### src/rtl/io_timer_device_pkg.sv
// Shared types and register map for the memory-mapped interval timer.
// Register indices are word offsets (io_address[4:2]) within the timer window.
package io_timer_device_pkg;

  typedef logic [31:0] scalar_t;

  localparam logic [2:0] TIMER_CONTROL  = 3'd0;
  localparam logic [2:0] TIMER_RELOAD   = 3'd1;
  localparam logic [2:0] TIMER_COUNT    = 3'd2;
  localparam logic [2:0] TIMER_STATUS   = 3'd3;
  localparam logic [2:0] TIMER_PRESCALE = 3'd4;

  localparam int CTRL_EN          = 0;
  localparam int CTRL_AUTO_RELOAD = 1;
  localparam int CTRL_IRQ_EN      = 2;

  // Field order places en at bit 0, matching the CONTROL register layout.
  typedef struct packed {
    logic irq_en;
    logic auto_reload;
    logic en;
  } timer_control_t;

endpackage

### src/rtl/io_timer_device_prescaler.sv
// Tick divider for the interval timer: one tick every divisor+1 enabled cycles.
// Only instantiated when TIMER_PRESCALER_EN is defined.
module io_timer_prescaler (
  input  logic        clk,
  input  logic        reset,
  input  logic        enable,
  input  logic        clear,
  input  logic [15:0] divisor,
  output logic        tick
);

  logic [15:0] count_reg;
  logic [15:0] count_next;

  assign tick = enable && (count_reg == divisor);

  always_comb begin
    count_next = count_reg;
    if (clear || tick) begin
      count_next = '0;
    end else if (enable) begin
      count_next = count_reg + 16'd1;
    end
  end

  always_ff @(posedge clk or negedge reset) begin
    if (!reset) begin
      count_reg <= '0;
    end else begin
      count_reg <= count_next;
    end
  end

endmodule

### src/rtl/io_timer_device.sv
// Memory-mapped interval timer on the non-cacheable IO bus, driving interrupt_req.
// Optional PRESCALE register and 32-byte window when TIMER_PRESCALER_EN is defined.
module io_timer_device
  import io_timer_device_pkg::*;
#(
  parameter scalar_t BASE_ADDRESS  = 32'hffff0100,
  parameter int      COUNTER_WIDTH = 32
) (
  input  logic    clk,
  input  logic    reset,
  input  logic    io_write_en,
  input  logic    io_read_en,
  input  scalar_t io_address,
  input  scalar_t io_write_data,
  output scalar_t io_read_data,
  output logic    interrupt_req
);

`ifdef TIMER_PRESCALER_EN
  localparam int WIN_LSB = 5;
`else
  localparam int WIN_LSB = 4;
`endif

  localparam logic [COUNTER_WIDTH-1:0] COUNT_ONE = 1;

  timer_control_t           ctrl_reg, ctrl_next;
  logic [COUNTER_WIDTH-1:0] reload_reg, reload_next;
  logic [COUNTER_WIDTH-1:0] count_reg, count_next;
  logic                     pending_reg, pending_next;
  scalar_t                  read_data_reg, read_data_next;
  scalar_t                  read_value;
  logic                     irq_reg;
  logic                     hit;
  logic                     wr_hit;
  logic [2:0]               reg_sel;
  logic                     tick;
  logic                     unused_bits;

  assign hit         = (io_address[31:WIN_LSB] == BASE_ADDRESS[31:WIN_LSB]);
  assign reg_sel     = io_address[4:2];
  assign wr_hit      = io_write_en && hit;
  assign unused_bits = ^{io_address[1:0], io_write_data};

`ifdef TIMER_PRESCALER_EN
  logic [15:0] prescale_reg, prescale_next;
  logic        prescale_clear;

  assign prescale_clear = wr_hit && ((reg_sel == TIMER_CONTROL) || (reg_sel == TIMER_PRESCALE));

  io_timer_prescaler u_prescaler (
    .clk     (clk),
    .reset   (reset),
    .enable  (ctrl_reg.en),
    .clear   (prescale_clear),
    .divisor (prescale_reg),
    .tick    (tick)
  );
`else
  assign tick = ctrl_reg.en;
`endif

  always_comb begin
    read_value = '0;
    case (reg_sel)
      TIMER_CONTROL:  read_value[2:0] = ctrl_reg;
      TIMER_RELOAD:   read_value[COUNTER_WIDTH-1:0] = reload_reg;
      TIMER_COUNT:    read_value[COUNTER_WIDTH-1:0] = count_reg;
      TIMER_STATUS:   read_value[0] = pending_reg;
`ifdef TIMER_PRESCALER_EN
      TIMER_PRESCALE: read_value[15:0] = prescale_reg;
`endif
      default:        read_value = '0;
    endcase
    read_data_next = (io_read_en && hit) ? read_value : '0;
  end

  // Tick effects first, then CPU writes override them; a pending set beats a clear.
  always_comb begin
    ctrl_next    = ctrl_reg;
    reload_next  = reload_reg;
    count_next   = count_reg;
    pending_next = pending_reg;
`ifdef TIMER_PRESCALER_EN
    prescale_next = prescale_reg;
`endif
    if (tick) begin
      if (count_reg != '0) begin
        count_next = count_reg - COUNT_ONE;
      end else if (ctrl_reg.auto_reload) begin
        count_next = reload_reg;
      end else begin
        ctrl_next.en = 1'b0;
      end
    end
    if (wr_hit) begin
      case (reg_sel)
        TIMER_CONTROL:  ctrl_next   = timer_control_t'(io_write_data[2:0]);
        TIMER_RELOAD:   reload_next = io_write_data[COUNTER_WIDTH-1:0];
        TIMER_COUNT:    count_next  = io_write_data[COUNTER_WIDTH-1:0];
        TIMER_STATUS:   if (io_write_data[0]) pending_next = 1'b0;
`ifdef TIMER_PRESCALER_EN
        TIMER_PRESCALE: prescale_next = io_write_data[15:0];
`endif
        default:        ;
      endcase
    end
    if (tick && (count_reg == '0)) begin
      pending_next = 1'b1;
    end
  end

  always_ff @(posedge clk or negedge reset) begin
    if (!reset) begin
      ctrl_reg      <= '0;
      reload_reg    <= '0;
      count_reg     <= '0;
      pending_reg   <= 1'b0;
      read_data_reg <= '0;
      irq_reg       <= 1'b0;
`ifdef TIMER_PRESCALER_EN
      prescale_reg  <= '0;
`endif
    end else begin
      ctrl_reg      <= ctrl_next;
      reload_reg    <= reload_next;
      count_reg     <= count_next;
      pending_reg   <= pending_next;
      read_data_reg <= read_data_next;
      irq_reg       <= pending_reg && ctrl_reg.irq_en;
`ifdef TIMER_PRESCALER_EN
      prescale_reg  <= prescale_next;
`endif
    end
  end

  assign io_read_data  = read_data_reg;
  assign interrupt_req = irq_reg;

endmodule

### config.mk
export PLATFORM = sky130hd
export DESIGN_NAME = io_timer_device
export DESIGN_NICKNAME = d
export VERILOG_FILES = /design/src/rtl/io_timer_device_pkg.sv /design/src/rtl/io_timer_device_prescaler.sv /design/src/rtl/io_timer_device.sv
export SDC_FILE = /design/constraint.sdc
export NUM_CORES = 1
export LEC_CHECK = 0
export ABC_AREA = 1
export ABC_CLOCK_PERIOD_IN_PS = 1900
export CAP_MARGIN = 25
export CELL_PAD_IN_SITES_DETAIL_PLACEMENT = 1
export CELL_PAD_IN_SITES_GLOBAL_PLACEMENT = 2
export CORE_MARGIN = 1
export CORE_UTILIZATION = 30
export CTS_CLUSTER_DIAMETER = 120
export DETAILED_ROUTE_END_ITERATION = 6
export PLACE_DENSITY = 0.9
export SLEW_MARGIN = 20
export SYNTH_ARGS = -nofsm -noshare
export SYNTH_HDL_FRONTEND = slang
export SYNTH_SLANG_ARGS = --single-unit
### constraint.sdc
create_clock -name clk -period 1.9 [get_ports clk]
set_input_delay 0.475 -clock clk [delete_from_list [all_inputs] [get_ports clk]]
set_output_delay 0.475 -clock clk [all_outputs]
set_load 0.02 [all_outputs]
* Word-level counts from Yosys, hierarchy flattened *
Cells that the tools add are included.

storage, ports and cells
  bits in registers = 101
  logic and storage cells = 44
  output and inout port bits = 33

operators by class
  reductions and logical operators = 13
  multiplexer cells = 18
  $add $sub $neg = 1
  equality and inequality tests = 4

operators by type and width
  kind                     count
  $mux W32                 6
  $pmux W29 S2             1
  $logic_not A32 Y1        1
  $reduce_bool A32 Y1      1
  $sub A32 B1 Y32 const B  1
  $eq A28 B28 Y1 const B   1
  $mux W1                  9
  $eq A3 B2 Y1 const B     2
  $pmux W2 S3              1
  $reduce_bool A2 Y1       3
  $logic_and A1 B1 Y1      4
  $pmux W1 S4              1
  $reduce_and A2 Y1        2
  $eq A3 B1 Y1 const B     1
  $logic_not A3 Y1         1
  $reduce_and A3 Y1        1

* Logic depth before layout (Yosys ltp) *
  word-level depth = 5
  gate-level depth with buffers = 14
  depth with buffers taken out = 13

* Worst setup path before layout *
Ideal clock, no wire load.

  path kind = reg-to-reg
  from = register count_reg[0]
  to = register count_reg[10]
  arrival time = 1516 ps
  slack = 267 ps
  required time = 1784 ps
  stages on the path, launching flop included = 15
  cell sequence = dfrtp_1 > inv_1 > ha_1 > nand2_1 > nor2_1 > nand2_2 > nor2_4 > inv_2 > buf_6 > nand2_1 > nand2_1 > nand2_1 > nand2_1 > nand2_1 > nand2_1

on the way
  cells in the longest elaborated chain, start to end = 5
  elaborated cells between the ends (all ways) = 6
  those cells by class = 1 x add/sub; 4 x mux; 1 x reduce/logical

ends and longest elaborated chain
  item                                                           line                                          text
  start: declaration                                             io_timer_device.sv:29                         logic [COUNTER_WIDTH-1:0] count_reg, count_next;
  start signal: assignment                                       io_timer_device.sv:127                        count_reg <= count_next;
  $sub A32 B1 Y32 / $reduce_bool A32 Y1 (equally long branches)  io_timer_device.sv:89, io_timer_device.sv:88
  $mux W32 *                                                     io_timer_device.sv:88                         if (count_reg != '0) begin
  $mux W32 *                                                     io_timer_device.sv:87                         if (tick) begin
  $mux W32                                                       io_timer_device.sv:97                         case (reg_sel)
  $mux W32 *                                                     io_timer_device.sv:96                         if (wr_hit) begin
  net count_next[10]                                             io_timer_device.sv:29

The timed path passes the listed nets; every way through them passes the cells marked *.
A chain may end at the register's enable or synchronous reset.

* Worst setup path in the final report *
  from = register read_data_reg[0] (netlist: io_read_data[0])
  to = output io_read_data[0]

RTL lines
  item                      line                    text
  start: declaration        io_timer_device.sv:31   scalar_t read_data_reg, read_data_next;
  start signal: assignment  io_timer_device.sv:129  read_data_reg <= read_data_next;
  end: declaration          io_timer_device.sv:15   output scalar_t io_read_data,

No word-level cell between the ends.

==> results.sh <==
export IMPL_status="finished, final reports clean"
export IMPL_n_antenna_cell=0
export IMPL_final_max_slew_viol_count=0
export IMPL_die_height_um=146
export IMPL_path_delay_family="buffers and inverters"
export IMPL_dp_final_hpwl_mm=15.5
export IMPL_dieArea_um2=21300
export IMPL_numCtsBuffers=9
export IMPL_reg2reg_from="count_reg[15]"
export IMPL_area_growth_pct=39.6
export IMPL_num_io_pins=101
export IMPL_wl_per_cell_um=15.7
export IMPL_drive_gt1_share_pct=18.4
export IMPL_arrival_ns=1.32
export IMPL_grt_max_degree=47
export IMPL_utilization_pct=42.7
export IMPL_ys_seq_area_share_pct=40.7
export IMPL_cellLeakagePower_uw=0.00405
export IMPL_grt_util_all_layers_pct=20.3
export IMPL_grt_pass1_wl_mm=34.2
export IMPL_async_flop_share_pct=100
export IMPL_cts_root_buf="clkbuf_16"
export IMPL_layout_cells_most_common="nand2_1"
export IMPL_cts_buffer_depth=2
export IMPL_gp_congestion=0.886
export IMPL_nets=1135
export IMPL_ys_ff_latch=101
export IMPL_fin_crit_sh_pct=94.4
export IMPL_vias_per_cell=4.79
export IMPL_worst_pin_slew_ns=0.455
export IMPL_crit_path_max_incr_delay_ns=0.60
export IMPL_vias=6425
export IMPL_avgSynthCellArea_um2=6.81
export IMPL_synth_area_um2=6210
export IMPL_pre_cts_slack_ns=-0.362
export IMPL_synth_fp_nets=983
export IMPL_postSynthCellCount=913
export IMPL_setup_viol=0
export IMPL_cts_tree="done"
export IMPL_crit_type="reg2out"
export IMPL_coreArea_um2=20300
export IMPL_hold_viol=0
export IMPL_grt_setup_unrepaired="true"
export IMPL_port_buffers=98
export IMPL_cp_required_ns=1.42
export IMPL_crit_slowest_cell="clkdlybuf4s50_1"
export IMPL_drv_cap=0
export IMPL_start_util_pct=30.6
export IMPL_h_tree_depth=3
export IMPL_cts_num_sinks=101
export IMPL_grt_antenna_before_repair=0
export IMPL_ir_drop_uv=364
export IMPL_skew_ns=0.00683
export IMPL_fin_hold_ws_ns=0.505
export IMPL_path_max_fanout=1
export IMPL_reg2reg_slack_ns=0.13
export IMPL_cts_clk_slew_worst_paths_ns=0.07
export IMPL_drtIter0Drc=318
export IMPL_worstHoldStart="reload_reg[5]"
export IMPL_layout_common_cells="nand2_1, clkdlybuf4s50_1, dfrtp_1"
export IMPL_powerDensity_nw_per_um2=535
export IMPL_grt_overflow=0
export IMPL_ys_flop_type="dfrtp_1"
export IMPL_period_needed_ns=1.79
export IMPL_synth_distinct_cells=37
export IMPL_crit_buf_inv=1
export IMPL_drt_wl_total_mm=21.0
export IMPL_start_kind="flop"
export IMPL_synth_edf_count=0
export IMPL_num_rows=52
export IMPL_path_cells="clkdlybuf4s50_1"
export IMPL_max_slew_margin_rel_pct=69.7
export IMPL_grt_pass1_vias=6585
export IMPL_drt_first_pass_iters=4
export IMPL_antenna_left=0
export IMPL_die_w_um=146
export IMPL_ys_warn_count=0
export IMPL_min_path_type="reg2reg"
export IMPL_startpoint="io_read_data[0]"
export IMPL_clkLatencyLatePin_ns=0.36
export IMPL_timing_fmax_ghz=0.558
export IMPL_end_kind="primary output"
export IMPL_worst_slack_ns=0.107
export IMPL_drc=0
kinds of logic (layout without fill, tap and decap cells):
logic type,Yosys count,count (layout),synth area share [%]
flops,101,101,40.7
simple gates,584,584,39.7
fa+ha+maj,2,2,0.403
compound gates,104,104,9.12
xor+xnor,18,18,2.54
buf+inv,104,261,7.59
worst reg2reg max path, stage by stage (launching register included):
cell     delay (ns)
dfrtp_2        0.46
nor2_4         0.15
nand2_4        0.10
nor2_8         0.15
nand2_2        0.07
nor2_4         0.17
buf_6          0.18
buf_4          0.13
o21ai_2        0.04
nand2_1        0.06
nand3_1        0.08
nand2_1        0.06
inv_1          0.03
where the power goes:
group | switching [µW] | internal [µW] | total [µW] | leakage [µW]
clock | 865 | 1320 | 2190 | 0.000173
combinational | 139 | 161 | 300 | 0.00258
sequential | 0.000217 | 2150 | 2150 | 0.00130
total | 1000 | 3630 | 4640 | 0.00405
metrics by stage:
step	instance area [µm²]	power [µW]	cells	TNS (ns)
after global routing	8670	4780	1340	-0.0580
after detailed placement	7980	2490	1309	-19.86
final	8670	4640	1340	0
after CTS	8350	4690	1326	0
after floorplan	6210	2230	913	0
after global placement	7980	2490	1309	-15.19
layer usage:
layer  up-vias  GRT usage (%)  wire length (µm)
met3        17           3.95               859
met4         0           5.21               297
li1       3158              -                 -
met1      3129           25.8              9530
met2       121           35.2             10300
met5         -              0                 0
worst paths after layout:
check / to / cells past startpoint
hold reg to reg: reload_reg[5] / 2
setup / recovery: io_read_data[0] / 1
hold / removal: reload_reg[5] / 2
setup reg to reg: count_reg[2] / 12
max in group asynchronous: count_reg[2] / 3
min in group asynchronous: reload_reg[29] / 2
layout make-up:
class | count | area, µm²
Clock buffer | 10 | 239
Clock inverter | 6 | 109
Fill cell | 2575 | 11600
Inverter | 64 | 248
Multi-Input combinational cell | 708 | 3400
Sequential cell | 101 | 2550
Tap cell | 270 | 338
Timing Repair Buffer | 181 | 1790
cell usage after synthesis, types with 2 or more instances:
library cell	count	area, µm²
o21ai_0	31	155
inv_1	59	221
o21ai_1	8	40.0
nand3b_1	4	30.0
a21oi_2	6	52.6
ha_1	2	25.0
inv_2	4	15.0
xor2_1	17	149
nor2_2	15	93.8
dfrtp_1	101	2530
o22ai_1	2	12.5
o21ai_2	3	26.3
clkbuf_1	18	67.6
nor3_1	6	30.0
nand2_1	395	1480
a21oi_1	49	245
buf_4	5	37.5
nand4_1	8	50.1
buf_6	5	56.3
a31oi_1	3	18.8
nand2_4	2	22.5
nand3_1	47	235
nor2_4	5	56.3
nor2_1	84	315
buf_2	11	55.1
nand2_2	11	68.8
nor4_1	2	12.5
repair_timing:
action / in CTS / in global routing
hold endpoints to repair: 13 / 0
hold buffers: 1 / 0
resized for setup: 4 / 75
setup endpoints to repair: 2 / 68
pin swaps: 0 / 14
buffers inserted: 0 / 14
No activity file was read; power rests on OpenSTA's default activity.
